==> src/rtl/int_ctrl.sv <==
// int_ctrl: interrupt controller with per-line mask, level/edge mode and a
// fixed-priority vector register. Define INTCTL_POLARITY_EN to build the POL register.
module int_ctrl #(
    parameter int NUM_LINES = 8
) (
    input  logic                 clk_i,
    input  logic                 reset_i,
    input  logic [NUM_LINES-1:0] irq_i,
    input  logic [3:0]           A_i,
    input  logic [7:0]           D_i,
    output logic [7:0]           D_o,
    input  logic                 rd_i,
    input  logic                 wr_i,
    output logic                 n_int_o
);

    localparam int W = NUM_LINES;

    typedef enum logic [3:0] {
        ADDR_STATUS = 4'd0,
        ADDR_PEND   = 4'd1,
        ADDR_MASK   = 4'd2,
        ADDR_MODE   = 4'd3,
        ADDR_VECTOR = 4'd4,
        ADDR_POL    = 4'd5
    } reg_addr_e;

    logic [W-1:0] sync1, sync2, sync3;
    logic [W-1:0] pend, mask, mode, pol_eff;
    logic [W-1:0] act, act_prev, rise, status, clear, pend_next;
    logic         wr_q, rd_q, wr_edge, rd_edge;
    logic [2:0]   vec_idx;
    logic         vec_valid;
    logic [7:0]   vector, rd_data;

    assign wr_edge  = wr_i & ~wr_q;
    assign rd_edge  = rd_i & ~rd_q;
    assign act      = sync2 ^ pol_eff;
    assign act_prev = sync3 ^ pol_eff;
    assign rise     = act & ~act_prev;
    assign status   = pend & mask;

    // Scan from the top so the lowest set index is the last one assigned.
    // NOTE: every always_comb output gets a default first so no latch is inferred.
    always_comb begin
        vec_idx = 3'd0;
        for (int i = W - 1; i >= 0; i--) begin
            if (status[i]) vec_idx = 3'(i);
        end
    end

    assign vec_valid = |status;
    assign vector    = vec_valid ? {1'b1, 4'b0000, vec_idx} : 8'h00;

    always_comb begin
        clear = '0;
        if (wr_edge && A_i == ADDR_PEND)
            clear = D_i[W-1:0];
        if (rd_edge && A_i == ADDR_VECTOR && vec_valid)
            clear = clear | (W'(1) << vec_idx);
    end

    // Edge lines: a new edge beats a simultaneous clear. Level lines follow act.
    assign pend_next = (mode & (rise | (pend & ~clear))) | (~mode & act);

    always_comb begin
        rd_data = 8'h00;
        case (A_i)
            ADDR_STATUS: rd_data = 8'(status);
            ADDR_PEND:   rd_data = 8'(pend);
            ADDR_MASK:   rd_data = 8'(mask);
            ADDR_MODE:   rd_data = 8'(mode);
            ADDR_VECTOR: rd_data = vector;
`ifdef INTCTL_POLARITY_EN
            ADDR_POL:    rd_data = 8'(pol_eff);
`endif
            default:     rd_data = 8'h00;
        endcase
    end

    // NOTE: sequential state uses non-blocking assignments so all flops update together.
    always_ff @(posedge clk_i) begin
        if (reset_i) begin
            sync1   <= '0;
            sync2   <= '0;
            sync3   <= '0;
            pend    <= '0;
            mask    <= '0;
            mode    <= '0;
            wr_q    <= 1'b0;
            rd_q    <= 1'b0;
            D_o     <= 8'h00;
            n_int_o <= 1'b1;
        end else begin
            sync1   <= irq_i;
            sync2   <= sync1;
            sync3   <= sync2;
            pend    <= pend_next;
            wr_q    <= wr_i;
            rd_q    <= rd_i;
            n_int_o <= ~|status;
            if (rd_edge)
                D_o <= rd_data;
            if (wr_edge) begin
                case (A_i)
                    ADDR_MASK: mask <= D_i[W-1:0];
                    ADDR_MODE: mode <= D_i[W-1:0];
                    default:   ;
                endcase
            end
        end
    end

`ifdef INTCTL_POLARITY_EN
    logic [W-1:0] pol;

    always_ff @(posedge clk_i) begin
        if (reset_i)
            pol <= '0;
        else if (wr_edge && A_i == ADDR_POL)
            pol <= D_i[W-1:0];
    end

    assign pol_eff = pol;
`else
    assign pol_eff = '0;
`endif

endmodule

==> config.mk <==
export PLATFORM = sky130hd
export DESIGN_NAME = int_ctrl
export DESIGN_NICKNAME = d
export VERILOG_FILES = /design/src/rtl/int_ctrl.sv
export SDC_FILE = /design/constraint.sdc
export NUM_CORES = 1
export LEC_CHECK = 0
export ABC_CLOCK_PERIOD_IN_PS = 4400
export BUFFER_PORTS_ARGS = -buffer_cell sky130_fd_sc_hd__buf_2
export CORE_ASPECT_RATIO = 0.7
export CORE_UTILIZATION = 40
export DETAILED_ROUTE_END_ITERATION = 8
export HOLD_SLACK_MARGIN = 0.02
export PLACE_DENSITY = 0.61
export SLEW_MARGIN = 20
export SYNTH_ARGS = -nofsm -noshare
export SYNTH_HDL_FRONTEND = slang
export SYNTH_SLANG_ARGS = --single-unit
==> constraint.sdc <==
create_clock -name clk_i -period 4.4 [get_ports clk_i]
set_input_delay 0.44 -clock clk_i [delete_from_list [all_inputs] [get_ports clk_i]]
set_output_delay 0.44 -clock clk_i [all_outputs]
set_load 0.005 [all_outputs]
==> impl_metrics.tcl <==
set metrics [dict create \
    synth_edf_count 0 \
    worst_slack_ps 2570 \
    power_frac_comb_pct 5.1 \
    drtAntennaViolNets 0 \
    rr_worst_depth 4 \
    first_pass_iters 4 \
    rows 22 \
    synth_adder_area_share_pct 0 \
    overflow 0 \
    cp-start-kind "flip-flop" \
    synth_mux_area_share_pct 6.93 \
    clock_skew_ps 6.75 \
    synthCells 248 \
    root_buffer "clkbuf_8" \
    switching_share_pct 21.7 \
    drtIter0Drc 119 \
    clock_path_buffers 2 \
    critPathMaxFanout 8 \
    cts.sinks 59 \
    yosys.area_share.simple_pct 23.6 \
    grt_pass1_vias 1638 \
    die_h_microns 65.6 \
    yosys.cell_types.count 33 \
    synth_top_family_by_area "simple AND/OR/NAND/NOR gates" \
    wirelength_microns 4990 \
    holdWs_ps 313 \
    required_ps 4580 \
    synth-seq-cells 59 \
    vdd_ir_drop_max_v 0.000197 \
    async_flop_share_pct 0 \
    mappedNetlistNets 272 \
    worstSetupStartpoint "wr_q" \
    relSlewSlack_pct 29.2 \
    powerDensity_mw_per_mm2 397 \
    layout-drive-gt1-share_pct 18.1 \
    rr_endpoint "mask[0]" \
    num_antenna_cells 0 \
    antenna_found_initial 0 \
    synth_common_cells "dfxtp_1, nor2_1, nand2_1, nor2b_1, mux2i_1" \
    synthToLayoutAreaGrowth_pct 16.7 \
    worstMarginPinSlew_ps 1060 \
    cts_resized 0 \
    cap_violations 0 \
    globalplace.congestion 0.899 \
    synth_flop_cell "dfxtp_1" \
    rsz0062_at_grt "false" \
    grt_usage_pct 18.1 \
    fin_tns_setup_ps 0 \
    p_clk_share_pct 43.1 \
    ys_seq_area_share_pct 51.1 \
    pre_cts_slack_ps 2210 \
    hold_path_class "in2reg" \
    syn_area_sq_mm 0.00231 \
    initial_core_util_pct 42.9 \
    setup_violations 0 \
    port_buffers 32 \
    drv_slew 0 \
    critPathKind "reg2reg" \
    die_x_microns 92.9 \
    ys_warn_count 0 \
    regToRegSetupSlack_ps 2570 \
    critPathMaxStageDelay_ps 570 \
    n_fill_cell 546 \
    path_cells "nor4b_1 > nand3b_1 > mux2i_1 > nor2_1" \
    fin_crit_sh_pct 41.6 \
    seqPwrFrac_pct 51.8 \
    clkTransAtPathRegs_ps 60 \
    syn_area_per_cell_sq_um 9.32 \
    synth-compound-area-share_pct 16.3 \
    grt_pass1_wl_microns 8110 \
    htree_levels 3 \
    cts_tree "yes" \
    wire_per_inst_microns 14.1 \
    outcome "complete, no violations" \
    io_pins 33 \
    num_vias 1886 \
    synthXorXnorAreaFrac_pct 0 \
    arrival_ps 2010 \
    dieArea_sq_mm 0.00609 \
    ys_top_cells_by_area "dfxtp_1, nor2b_1, mux2i_1, nor2_1, nand2_1" \
    switching_power_mw 0.232 \
    dpl.cell_count 340 \
    clk_latency_ps 330 \
    cp-endpoint "mask[0]" \
    hold_buffers 0 \
    fmaxAchievable_mhz 547 \
    r2r-start "wr_q" \
    grt_max_degree 60 \
    dp_hpwl_microns 3310 \
    cts_buffers 9 \
    dpl-instance-area_sq_mm 0.00252 \
    synth_most_common_cell "dfxtp_1" \
    cp-end-kind "flip-flop" \
    leakagePower_nw 1.12 \
    yosysTopAreaCellShare_pct 51.1 \
    drc 0 \
    p_int_mw 0.839 \
    viasPerCell 5.33 \
    synth_area_leader_cell "dfxtp_1" \
    min_period_ps 1830 \
    coreArea_sq_mm 0.00540 \
    layoutNonFillerInstCount 354 \
    hold_viol 0 \
    final_area_sq_mm 0.00270 \
    post_cts_buffers 0 \
    crit_path_top_delay_cell "nand3b_1" \
    final_nets 303 \
]
## stage by stage
| step | util, % | power, mW |
|---|---|---|
| after floorplan | - | 0.598 |
| after global placement | 46.6 | 0.621 |
| after detailed placement | 46.6 | 0.621 |
| after CTS | 50.0 | 1.09 |
| after global routing | 50.0 | 1.12 |
| final | 50.0 | 1.07 |
## power by group through the flow
stage | logic [mW] | registers [mW] | clock network [mW]
6_report | 0.0544 | 0.555 | 0.462
5_1_grt | 0.0605 | 0.556 | 0.509
3_3_place_gp | 0.0544 | 0.566 | 0
4_1_cts | 0.0548 | 0.554 | 0.479
2_1_floorplan | 0.0337 | 0.564 | 0
3_5_place_dp | 0.0547 | 0.566 | 0
## worst min-delay path by stage
| stage | from | endpoint | slack (ps) | depth (start not counted) |
|---|---|---|---|---|
| after floorplan | sync1[0] | act[0] | 410 | 1 |
| after global placement | sync1[4] | act[4] | 420 | 1 |
| after detailed placement | sync1[4] | act[4] | 420 | 1 |
| after CTS | irq_i[0] | sync1[0] | 300 | 2 |
| after global routing | irq_i[7] | sync1[7] | 290 | 2 |
| final | irq_i[0] | sync1[0] | 310 | 2 |
## worst max-delay path: cells and delay by family, from the launching register on
kind	cells	cell delay [ps]
AND/OR/NAND/NOR	3	1050
flip-flops	1	300
multiplexers	1	320
## logic make-up after synthesis
family / after synthesis
AND/OR/NAND/NOR: 111
AO/OA/AOI/OAI: 50
multiplexers: 16
flip-flops: 59
buffers and inverters: 12
## layout make-up
type / count / area (sq um) / share of cell area (%)
flip-flops and latches: 59 / 1180 / 43.8
multi-input cells: 177 / 1080 / 40.2
repair buffers: 32 / 160 / 5.94
clock buffers: 11 / 141 / 5.24
well taps: 72 / 90.1 / 3.34
clock inverters: 3 / 40.0 / 1.48
## sequential cells by signal (all words and copies together) (netlist names)
name and flops:
rd_q 1, act 8, act_prev 8, n_int_o 1
pend 8, mask 8, wr_q 1, D_o 8
sync1 8, mode 8
## layer usage
layer	routed length (microns)	part of all wire, %	vias to the layer above	GRT usage (%)
met5	0	0	-	0
met4	27	0.54	0	4.62
met3	432	8.7	4	9.49
met2	2060	41	70	24.1
met1	2470	49	878	25.1
li1	-	-	934	-
## layout by cell type, fill, tap and decap left out, types with 8 or more instances in the layout
| cell type | n |
|---|---|
| dfxtp_1 | 59 |
| mux2i_1 | 16 |
| buf_2 | 32 |
| nand2_1 | 27 |
| nor2b_1 | 26 |
| a21oi_1 | 9 |
| a22o_1 | 11 |
| o221ai_1 | 8 |
| clkbuf_8 | 10 |
| nor2_1 | 37 |
Power figures use the tool's default switching activity.
